--- src/rtl/opb_reg_pkg.sv ---
// Shared constants, types and helpers for the OPB software-register slaves.
// Word offsets, ack FSM encoding, bus tie-offs and byte-lane merge.
package opb_reg_pkg;

  localparam logic [1:0] OFF_DATA  = 2'd0;
  localparam logic [1:0] OFF_COUNT = 2'd1;

  typedef enum logic {
    IDLE = 1'b0,
    ACK  = 1'b1
  } ack_state_e;

  localparam logic SL_ERRACK_TIE  = 1'b0;
  localparam logic SL_RETRY_TIE   = 1'b0;
  localparam logic SL_TOUTSUP_TIE = 1'b0;

  // OPB numbering: byte lane i is bits [8i:8i+7], lane 0 is the most significant.
  function automatic logic [0:31] merge_bytes(input logic [0:31] cur,
                                              input logic [0:31] wdat,
                                              input logic [0:3]  be);
    logic [0:31] res;
    res = cur;
    for (int i = 0; i < 4; i++) begin
      if (be[i]) res[8*i +: 8] = wdat[8*i +: 8];
    end
    return res;
  endfunction

endpackage

--- src/rtl/opb_register_ppc2simulink_if.sv ---
// OPB slave-side signal bundle, kept in OPB bit numbering ([0] = MSB).
interface opb_register_ppc2simulink_if #(
  parameter int C_OPB_AWIDTH = 32,
  parameter int C_OPB_DWIDTH = 32
);
  import opb_reg_pkg::*;

  logic [0:C_OPB_AWIDTH-1]   OPB_ABus;
  logic [0:C_OPB_DWIDTH/8-1] OPB_BE;
  logic [0:C_OPB_DWIDTH-1]   OPB_DBus;
  logic                      OPB_RNW;
  logic                      OPB_select;
  logic                      OPB_seqAddr;
  logic [0:C_OPB_DWIDTH-1]   Sl_DBus;
  logic                      Sl_xferAck;
  logic                      Sl_errAck;
  logic                      Sl_retry;
  logic                      Sl_toutSup;

  modport slave (
    input  OPB_ABus, OPB_BE, OPB_DBus, OPB_RNW, OPB_select, OPB_seqAddr,
    output Sl_DBus, Sl_xferAck, Sl_errAck, Sl_retry, Sl_toutSup
  );

  modport master (
    output OPB_ABus, OPB_BE, OPB_DBus, OPB_RNW, OPB_select, OPB_seqAddr,
    input  Sl_DBus, Sl_xferAck, Sl_errAck, Sl_retry, Sl_toutSup
  );

endinterface

--- src/rtl/opb_slave_ack_ctrl.sv ---
// Address decode and single-cycle ack FSM shared by the OPB register slaves.
//   state | meaning
//   IDLE  | waiting for a selected transfer inside the window
//   ACK   | Sl_xferAck high for this one cycle, then back to IDLE
module opb_slave_ack_ctrl
  import opb_reg_pkg::*;
#(
  parameter int                      C_OPB_AWIDTH = 32,
  parameter logic [C_OPB_AWIDTH-1:0] C_BASEADDR   = 32'h0108_2000,
  parameter logic [C_OPB_AWIDTH-1:0] C_HIGHADDR   = 32'h0108_20FF
) (
  input  logic                    clk,
  input  logic                    rst,
  input  logic [0:C_OPB_AWIDTH-1] abus,
  input  logic                    select,
  output logic                    hit_commit,
  output logic [1:0]              word_idx,
  output logic                    ack
);

  ack_state_e state_q, state_d;
  logic       hit;

  assign hit      = select && (abus >= C_BASEADDR) && (abus <= C_HIGHADDR);
  assign word_idx = abus[C_OPB_AWIDTH-4 +: 2];
  assign ack      = (state_q == ACK);

  always_ff @(posedge clk) begin
    if (rst) state_q <= IDLE;
    else     state_q <= state_d;
  end

  // Leaving IDLE on a hit is the commit edge; ACK always returns to IDLE so
  // back-to-back acks are impossible.
  always_comb begin
    state_d    = state_q;
    hit_commit = 1'b0;
    unique case (state_q)
      IDLE: begin
        if (hit) begin
          state_d    = ACK;
          hit_commit = 1'b1;
        end
      end
      ACK: state_d = IDLE;
      default: state_d = IDLE;
    endcase
  end

endmodule

--- src/rtl/opb_register_ppc2simulink.sv ---
// PowerPC-to-fabric software register: OPB-writable data word plus a
// read-only count of committed data writes.
module opb_register_ppc2simulink
  import opb_reg_pkg::*;
#(
  parameter logic [31:0] C_BASEADDR   = 32'h0108_2000,
  parameter logic [31:0] C_HIGHADDR   = 32'h0108_20FF,
  parameter int          C_OPB_AWIDTH = 32,
  parameter int          C_OPB_DWIDTH = 32,
  parameter logic [31:0] C_INIT       = 32'h0000_0000,
  parameter              C_FAMILY     = "virtex5"
) (
  input  logic                          OPB_Clk,
  input  logic                          OPB_Rst,
  opb_register_ppc2simulink_if.slave    bus,
  output logic [31:0]                   user_data_out,
  output logic                          user_data_valid
);

  localparam int unused_family_bits = $bits(C_FAMILY);

  logic [0:31] data_q;
  logic [31:0] count_q;
  logic [0:31] sl_dbus_q;
  logic        valid_q;
  logic        hit_commit;
  logic [1:0]  word_idx;
  logic        ack;
  logic        data_wr;
  logic [0:31] rd_word;
  logic        unused_ok;

  assign unused_ok = &{1'b0, bus.OPB_seqAddr};

  opb_slave_ack_ctrl #(
    .C_OPB_AWIDTH (C_OPB_AWIDTH),
    .C_BASEADDR   (C_BASEADDR[C_OPB_AWIDTH-1:0]),
    .C_HIGHADDR   (C_HIGHADDR[C_OPB_AWIDTH-1:0])
  ) u_ack_ctrl (
    .clk        (OPB_Clk),
    .rst        (OPB_Rst),
    .abus       (bus.OPB_ABus),
    .select     (bus.OPB_select),
    .hit_commit (hit_commit),
    .word_idx   (word_idx),
    .ack        (ack)
  );

  // An all-zero byte enable still gets acked but must not count as a write.
  assign data_wr = hit_commit && !bus.OPB_RNW && (word_idx == OFF_DATA) && (|bus.OPB_BE);

  always_comb begin
    rd_word = '0;
    unique case (word_idx)
      OFF_DATA:  rd_word = data_q;
      OFF_COUNT: rd_word = count_q;
      default:   rd_word = '0;
    endcase
  end

  always_ff @(posedge OPB_Clk) begin
    if (OPB_Rst) begin
      data_q    <= C_INIT;
      count_q   <= '0;
      sl_dbus_q <= '0;
      valid_q   <= 1'b0;
    end else begin
      valid_q   <= 1'b0;
      sl_dbus_q <= '0;
      if (data_wr) begin
        data_q  <= merge_bytes(data_q, bus.OPB_DBus, bus.OPB_BE);
        count_q <= count_q + 32'd1;
        valid_q <= 1'b1;
      end
      if (hit_commit && bus.OPB_RNW) sl_dbus_q <= rd_word;
    end
  end

  assign bus.Sl_DBus    = sl_dbus_q;
  assign bus.Sl_xferAck = ack;
  assign bus.Sl_errAck  = SL_ERRACK_TIE;
  assign bus.Sl_retry   = SL_RETRY_TIE;
  assign bus.Sl_toutSup = SL_TOUTSUP_TIE;

  assign user_data_out   = data_q;
  assign user_data_valid = valid_q;

endmodule

--- src/flat_wrapper.sv ---
// flat-port wrapper written by rule: the top's interface ports become plain ports
module opb_register_ppc2simulink_flat import opb_reg_pkg::*;
#(
  parameter logic [31:0] C_BASEADDR   = 32'h0108_2000,
  parameter logic [31:0] C_HIGHADDR   = 32'h0108_20FF,
  parameter int          C_OPB_AWIDTH = 32,
  parameter int          C_OPB_DWIDTH = 32,
  parameter logic [31:0] C_INIT       = 32'h0000_0000,
  parameter              C_FAMILY     = "       "
)
  (OPB_Clk, OPB_Rst, user_data_out, user_data_valid, bus_OPB_ABus, bus_OPB_BE, bus_OPB_DBus, bus_OPB_RNW, bus_OPB_select, bus_OPB_seqAddr, bus_Sl_DBus, bus_Sl_xferAck, bus_Sl_errAck, bus_Sl_retry, bus_Sl_toutSup);
  opb_register_ppc2simulink_if #(.C_OPB_AWIDTH(C_OPB_AWIDTH), .C_OPB_DWIDTH(C_OPB_DWIDTH)) bus_i ();
  input  logic OPB_Clk;
  input  logic OPB_Rst;
  output logic [31:0] user_data_out;
  output logic user_data_valid;
  input wire logic [$bits(bus_i.OPB_ABus)-1:0] bus_OPB_ABus;
  input wire logic [$bits(bus_i.OPB_BE)-1:0] bus_OPB_BE;
  input wire logic [$bits(bus_i.OPB_DBus)-1:0] bus_OPB_DBus;
  input wire logic [$bits(bus_i.OPB_RNW)-1:0] bus_OPB_RNW;
  input wire logic [$bits(bus_i.OPB_select)-1:0] bus_OPB_select;
  input wire logic [$bits(bus_i.OPB_seqAddr)-1:0] bus_OPB_seqAddr;
  output wire logic [$bits(bus_i.Sl_DBus)-1:0] bus_Sl_DBus;
  output wire logic [$bits(bus_i.Sl_xferAck)-1:0] bus_Sl_xferAck;
  output wire logic [$bits(bus_i.Sl_errAck)-1:0] bus_Sl_errAck;
  output wire logic [$bits(bus_i.Sl_retry)-1:0] bus_Sl_retry;
  output wire logic [$bits(bus_i.Sl_toutSup)-1:0] bus_Sl_toutSup;
  assign bus_i.OPB_ABus = bus_OPB_ABus;
  assign bus_i.OPB_BE = bus_OPB_BE;
  assign bus_i.OPB_DBus = bus_OPB_DBus;
  assign bus_i.OPB_RNW = bus_OPB_RNW;
  assign bus_i.OPB_select = bus_OPB_select;
  assign bus_i.OPB_seqAddr = bus_OPB_seqAddr;
  assign bus_Sl_DBus = bus_i.Sl_DBus;
  assign bus_Sl_xferAck = bus_i.Sl_xferAck;
  assign bus_Sl_errAck = bus_i.Sl_errAck;
  assign bus_Sl_retry = bus_i.Sl_retry;
  assign bus_Sl_toutSup = bus_i.Sl_toutSup;
  opb_register_ppc2simulink #(.C_BASEADDR(C_BASEADDR), .C_HIGHADDR(C_HIGHADDR), .C_OPB_AWIDTH(C_OPB_AWIDTH), .C_OPB_DWIDTH(C_OPB_DWIDTH), .C_INIT(C_INIT), .C_FAMILY(C_FAMILY)) u_core (.OPB_Clk(OPB_Clk), .OPB_Rst(OPB_Rst), .bus(bus_i), .user_data_out(user_data_out), .user_data_valid(user_data_valid));
endmodule
--- config.mk ---
export PLATFORM = sky130hd
export DESIGN_NAME = opb_register_ppc2simulink_flat
export DESIGN_NICKNAME = d
export VERILOG_FILES = /design/src/rtl/opb_reg_pkg.sv /design/src/rtl/opb_register_ppc2simulink_if.sv /design/src/rtl/opb_slave_ack_ctrl.sv /design/src/rtl/opb_register_ppc2simulink.sv /design/src/flat_wrapper.sv
export SDC_FILE = /design/constraint.sdc
export NUM_CORES = 1
export LEC_CHECK = 0
export CAP_MARGIN = 20
export CELL_PAD_IN_SITES_DETAIL_PLACEMENT = 1
export CELL_PAD_IN_SITES_GLOBAL_PLACEMENT = 2
export CORE_ASPECT_RATIO = 0.75
export CORE_MARGIN = 2
export CORE_UTILIZATION = 28
export CTS_BUF_LIST = sky130_fd_sc_hd__clkbuf_16
export CTS_CLUSTER_SIZE = 20
export DETAILED_ROUTE_END_ITERATION = 7
export HOLD_SLACK_MARGIN = 0.03
export PLACE_DENSITY = 0.77
export REMOVE_ABC_BUFFERS = 1
export SLEW_MARGIN = 20
export SYNTH_ARGS = -nofsm -noshare
export SYNTH_HDL_FRONTEND = slang
export SYNTH_SLANG_ARGS = --single-unit
--- constraint.sdc ---
create_clock -name OPB_Clk -period 3.4 [get_ports OPB_Clk]
set_clock_uncertainty 0.15 [all_clocks]
set_input_delay 0.68 -clock OPB_Clk [delete_from_list [all_inputs] [get_ports OPB_Clk]]
set_output_delay 0.68 -clock OPB_Clk [all_outputs]
set_load 0.02 [all_outputs]
==> impl_metrics.ini, run 1 <==
[run_status]
status = finished clean

[clock_tree]
insertion_delay_ns = 0.34
cts_sinks = 98
ctsRootBufferMaster = clkbuf_16
clock_path_buffers = 2
cts_hold_buf = 0
htreeDepth = 3
cts_buffers = 9
cts_tree = yes
clk_pin_slew_ns = 0.07
cts_resized = 0
cts_setup_buffers = 0

[timing]
setup_viol_count_final = 0
min_period_ns = 2.85
finalSetupTns_ns = 0
rsz0062_at_grt = no
timing.final.crit_share_pct = 83.9
relSlewSlack_pct = 50.8
finalHoldViolations = 0
hold-worst-slack_ns = 0.363
fmax_mhz = 351
worst_pin_slew_ns = 0.739
drv_slew = 0

[critical_path]
timing.rr.end = u_core.count_q[30]$_SDFFE_PP0P_
rr_worst_depth = 5
startpoint_type = input pin
critPathKind = in2reg
cpPeakStageDelay_ns = 0.61
cp-endpoint = u_core.count_q[31]$_SDFFE_PP0P_
r2r-start = u_core.count_q[3]$_SDFFE_PP0P_
cp_num_buf_inv = 1
crit_chain = clkdlybuf4s50_1 > nor4b_4 > nand4_4 > or4_4 > or4_1 > a21oi_1
crit_arrival_ns = 2.97
worst_path_max_delay_cell = or4_4
rrSetupSlack_ns = 0.94
critPathLaunch = bus_OPB_ABus[28]
critical_path_depth = 6
critPathMaxFanout = 6
cp-end-kind = flop
crit_family = simple AND/OR/NAND/NOR gates
required_ns = 3.52

[grt]
grt_max_degree = 65
grt_pass1_wl_um = 19900
antenna_found_initial = 0
grt_overflow = 0
grt_use_total_pct = 15.1
grt_pass1_vias = 3833

[die]
core.rowCount = 39
die_y_um = 113
die_w_um = 149
core_area_mm2 = 0.0153
die_area_mm2 = 0.0168
initial_utilization_pct = 28.8
pin_count = 142

[placed_design]
dp_hpwl_um = 9170
place_congestion = 0.752
io_buffers = 131

[pwr]
power_frac_comb_pct = 5.7
seqPwrFrac_pct = 48.9
p_leak_nw = 2.05
power_density_mw_per_mm2 = 375
p_switching_mw = 0.485
pwr-share-clk_pct = 45.5
ir_worst_vdd_mv = 0.226
swShare_pct = 20.6
p_int_mw = 1.86

[logic_synthesis]
postSynthAreaPerCell_um2 = 10.2
synth_ff_type = dfxtp_1
synth_edf_count = 0
yosysUniqueCellTypes = 48
yosysTopAreaCellShare_pct = 44.4
yosysSeqAreaShare_pct = 44.4
syn_inst = 431
synth.area.top_cells = dfxtp_1 44%, mux2i_1 15%, nor2_4 5.1%, nor2_1 4.1%, nor4_4 2.4%
async_flop_share_pct = 0
synth.largest_area_cell = dfxtp_1
yosysWarningCount = 0
ys_seq_elements = 98
synthesis.area_mm2 = 0.00442

[final_layout]
nNetsFinal = 639
layout_commonest_cell = clkdlybuf4s50_1
final_cell_mix = 129 x clkdlybuf4s50_1, 98 x dfxtp_1, 64 x mux2i_1, 48 x nor2_1, 20 x nor2_4
antenna_cells = 0
fillCellCount = 1726
area_growth_pct = 41.9
drive_gt1_share_pct = 14.2

[detailed_routing]
drt_wl_total_um = 12600
post_drt_wl_per_cell_um = 16.3
antenna_left = 0
drc = 0
via_per_inst = 4.68
drtIter0Drc = 120
vias = 3621
drtPass1Iterations = 4

[hold_path]
min_path_type = reg2reg

[flow_run]
drv_cap = 0
[state kept, by name, summed over array words and instances, names as in the netlist]
name	cells
u_core.count_q	32
u_core.u_ack_ctrl.ack	1
u_core.user_data_valid	1
u_core.bus.Sl_DBus	32
u_core.user_data_out	32
[synth_stat cells (8+ instances only)]
cell type and number:
inv_1 8, nor4_1 12, mux2i_1 64, xnor2_1 10, nor2_1 48, dfxtp_1 98
nor2_2 10, or3_1 8, o21ai_0 11, nand2_1 13, nand4_1 9, a21oi_1 19
clkbuf_1 16, nor2_4 20, nand3_1 11
[layer usage]
| layer | track usage [%] | wire [µm] | vias to the layer above |
|---|---|---|---|
| li1 | - | - | 1799 |
| met1 | 20.6 | 6130 | 1714 |
| met2 | 23.8 | 5680 | 96 |
| met3 | 4.11 | 659 | 12 |
| met4 | 4.06 | 174 | 0 |
| met5 | 0 | 0 | - |
[cell families (layout without fill, tap and decap cells)]
group	after synthesis	after routing	synth area share [%]
buffers and inverters	36	172	4.59
adders and majority gates	1	1	0.283
other	1	3	0.0849
and+or+nand+nor	178	178	28.3
muxes	64	64	14.5
xor gates and xnor gates	10	10	1.98
DFF	98	98	44.4
AOI/OAI and AO/OA	43	43	5.78
[through the flow]
step | setup WS, ns | cell area [µm²] | power, mW | std cells | utilization (%)
2_1_floorplan | 0.461 | 4250 | 1.20 | 405 | -
3_3_place_gp | 0.254 | 5960 | 1.30 | 759 | 38.9
3_5_place_dp | 0.190 | 5960 | 1.31 | 759 | 38.9
4_1_cts | 0.529 | 6260 | 2.39 | 774 | 40.9
5_1_grt | 0.445 | 6260 | 2.45 | 774 | 40.9
6_report | 0.549 | 6260 | 2.35 | 774 | 40.9
[worst register-to-register path, delay by kind of cell, from the launching register on]
family,cells,cell delay (ns)
and+or+nand+nor,4,1.64
AOI/OAI and AO/OA,1,0.15
DFF,1,0.46
[worst min-delay path by stage]
stage	startpoint	slack, ns	to	depth (start not counted)
finish	u_core.count_q[1]$_SDFFE_PP0P_	0.36	u_core.count_q[1]$_SDFFE_PP0P_	2
detailed placement	u_core.count_q[1]$_SDFFE_PP0P_	0.35	u_core.count_q[1]$_SDFFE_PP0P_	2
floorplan	u_core.count_q[31]$_SDFFE_PP0P_	0.30	u_core.count_q[31]$_SDFFE_PP0P_	2
CTS	u_core.count_q[30]$_SDFFE_PP0P_	0.36	u_core.count_q[30]$_SDFFE_PP0P_	2
global placement	u_core.count_q[31]$_SDFFE_PP0P_	0.32	u_core.count_q[31]$_SDFFE_PP0P_	2
global route	u_core.count_q[16]$_SDFFE_PP0P_	0.40	u_core.count_q[16]$_SDFFE_PP0P_	2
[power by group through the flow]
stage | Clock, mW | Combinational (mW) | Sequential, mW
after CTS | 1.11 | 0.135 | 1.15
after global routing | 1.16 | 0.143 | 1.15
final | 1.07 | 0.133 | 1.15
after detailed placement | 0 | 0.134 | 1.17
after global placement | 0 | 0.131 | 1.17
after floorplan | 0 | 0.0236 | 1.17
[cell type report]
type / count / area (µm²) / share of cell area, %
multi-input cells: 299 / 2260 / 36.1
flip-flops and latches: 98 / 1960 / 31.3
repair buffers: 149 / 1450 / 23.1
well taps: 205 / 256 / 4.10
clock buffers: 9 / 225 / 3.60
clock inverters: 6 / 82.6 / 1.32
inverters: 8 / 30.0 / 0.479
No activity file was read; power rests on OpenSTA's default activity.
==> inputs of run 2 (changes only) <==
Settings changed: CORE_UTILIZATION 28 to 25, PLACE_DENSITY 0.77 to 0.72.
Clock period 3.4 ns to 2.4 ns, I/O delays scaled along.
==> run 2 against run 1 <==
Compared with the run above:
- sequential share of layout area is 3.2 points lower
- utilization fell by 0.88 points
- final cell count is 11% higher
- register-to-register slack got worse by 0.83 ns
- die area increased by 12%
- cell area is 11% higher
- clock power grew 43%
- critical path depth grew 3
- critical endpoint is now u_core.bus.Sl_DBus[6]$_SDFF_PP0_
==> impl_metrics.ini, run 2 (same netlist as run 1, synthesis figures left out) <==
[critical_path]
worst_path_max_delay_cell = or4b_4
critPathLaunch = bus_OPB_ABus[19]
cpPeakStageDelay_ns = 0.55
startpoint_type = input pin
crit_arrival_ns = 2.47
rrSetupSlack_ns = 0.11
crit_chain = dlygate4sd2_1 > nor4b_4 > nand4_4 > buf_6 > or2_4 > or4b_4 > buf_12 > buf_16 > nor2_4
cp_num_buf_inv = 4
critPathMaxFanout = 5
r2r-start = u_core.u_ack_ctrl.ack$_SDFF_PP0_
cp-end-kind = flop
rr_worst_depth = 8
cp-endpoint = u_core.bus.Sl_DBus[6]$_SDFF_PP0_
timing.rr.end = u_core.bus.Sl_DBus[6]$_SDFF_PP0_
critical_path_depth = 9
crit_family = simple AND/OR/NAND/NOR gates
critPathKind = in2reg
required_ns = 2.54

[detailed_routing]
drtPass1Iterations = 4
via_per_inst = 4.54
drtIter0Drc = 94
drc = 0
post_drt_wl_per_cell_um = 16.3
drt_wl_total_um = 14000
vias = 3897
antenna_left = 0

[timing]
worst_pin_slew_ns = 0.620
setup_slack_ns = 0.0729
fmax_mhz = 430
min_period_ns = 2.33
relSlewSlack_pct = 58.3
finalHoldViolations = 0
setup_viol_count_final = 0
drv_slew = 0
timing.final.crit_share_pct = 97.0
rsz0062_at_grt = no
finalSetupTns_ns = 0

[placed_design]
io_buffers = 131
place_congestion = 0.776
dp_hpwl_um = 9670
post-place-ws_ns = -0.551
place_area_mm2 = 0.00626

[final_layout]
multi_input_area_mm2 = 0.00238
fillCellCount = 1958
post-route-util_pct = 40.0
layout_commonest_cell = clkdlybuf4s50_1
nNetsFinal = 685
area_growth_pct = 58.1
regArea_mm2 = 0.00196
final_cell_mix = 104 x clkdlybuf4s50_1, 98 x dfxtp_1, 64 x mux2i_1, 46 x nor2_1, 39 x buf_4
stdcell_area_mm2 = 0.00698
antenna_cells = 0
drive_gt1_share_pct = 24.4

[clock_tree]
clock_path_buffers = 2
cts_sinks = 98
cts_hold_buf = 0
clk_pin_slew_ns = 0.07
insertion_delay_ns = 0.36
cts_buffers = 9
ctsRootBufferMaster = clkbuf_16
cts_tree = yes
htreeDepth = 3

[run_status]
status = finished clean

[pwr]
power_frac_comb_pct = 5.8
ir_worst_vdd_mv = 0.387
p_int_mw = 2.64
p_leak_nw = 2.46
p_switching_mw = 0.718
seqPwrFrac_pct = 48.5
swShare_pct = 21.4
power_density_mw_per_mm2 = 481
pwr-share-clk_pct = 45.8

[die]
pin_count = 142
initial_utilization_pct = 25.3
core_area_mm2 = 0.0174
die_area_mm2 = 0.0188
die_y_um = 119
core.rowCount = 42
die_w_um = 157

[grt]
grt_pass1_wl_um = 22000
grt_pass1_vias = 4188
antenna_found_initial = 0
grt_overflow = 0
grt_use_total_pct = 15.2
grt_max_degree = 65

[flow_run]
drv_cap = 0

[hold_path]
min_path_type = reg2reg
==> run 2: cell types whose count changed in the layout (fill, tap and decap cells not counted), moves of 4 or more <==
cell,previous run,this run
buf_12,1,10
buf_16,0,4
buf_4,17,39
buf_6,0,9
clkbuf_2,0,9
clkdlybuf4s50_1,129,104
dlygate4sd2_1,0,10
dlymetal6s2s_1,0,6
==> run 2: how the worst min path moves through the flow <==
stage,depth (start not counted),to,startpoint
after CTS,2,u_core.count_q[31]$_SDFFE_PP0P_,u_core.count_q[31]$_SDFFE_PP0P_
after global routing,2,u_core.count_q[16]$_SDFFE_PP0P_,u_core.count_q[16]$_SDFFE_PP0P_
after floorplan,2,u_core.count_q[31]$_SDFFE_PP0P_,u_core.count_q[31]$_SDFFE_PP0P_
after global placement,2,u_core.count_q[16]$_SDFFE_PP0P_,u_core.count_q[16]$_SDFFE_PP0P_
final,2,u_core.count_q[16]$_SDFFE_PP0P_,u_core.count_q[16]$_SDFFE_PP0P_
after detailed placement,2,u_core.count_q[31]$_SDFFE_PP0P_,u_core.count_q[31]$_SDFFE_PP0P_
==> run 2: stage by stage <==
stage          power [mW]  std cells  hold slack (ns)
2_1_floorplan        1.70        405            0.295
3_3_place_gp         1.86        820            0.332
3_5_place_dp         1.87        820            0.338
4_1_cts              3.41        854            0.355
5_1_grt              3.49        858            0.374
6_report             3.35        858            0.351
==> run 2: final cells by class <==
class                   count  area share, %
clock inverters             7           1.20
repair buffers            195           28.6
inverters                   8          0.430
flip-flops and latches     98           28.1
clock buffers               9           3.23
well taps                 242           4.34
multi-input cells         299           34.1
==> run 2: worst reg2reg max path, stage by stage (launching register included) <==
cell,delay [ns]
dfxtp_1,0.35
nor4_4,0.20
nand4_4,0.17
buf_6,0.15
or2_4,0.24
or4b_4,0.55
buf_12,0.18
buf_16,0.15
nor2_4,0.09
==> run 2: power groups by stage <==
stage,registers (mW),clock network (mW),logic [mW]
after floorplan,1.66,0,0.0334
after global placement,1.66,0,0.199
after detailed placement,1.66,0,0.203
after CTS,1.62,1.59,0.197
after global routing,1.62,1.66,0.206
final,1.63,1.53,0.194
==> run 2: repair_timing <==
| item | CTS | global route |
|---|---|---|
| resized for setup | 45 | 43 |
| setup buffers | 14 | 5 |
| setup endpoints to repair | 50 | 69 |
| pin swaps | 33 | 22 |
| gates cloned | 4 | 0 |
| endpoints found under the hold margin | 0 | 0 |
==> run 2: metal layers <==
layer  global-route usage [%]  vias to the layer above  routed length (µm)
li1                         -                     1894                   -
met4                     5.06                        0                 260
met5                        0                        -                   0
met3                     4.26                       19                 708
met2                     24.7                      100                6400
met1                     19.5                     1884                6640
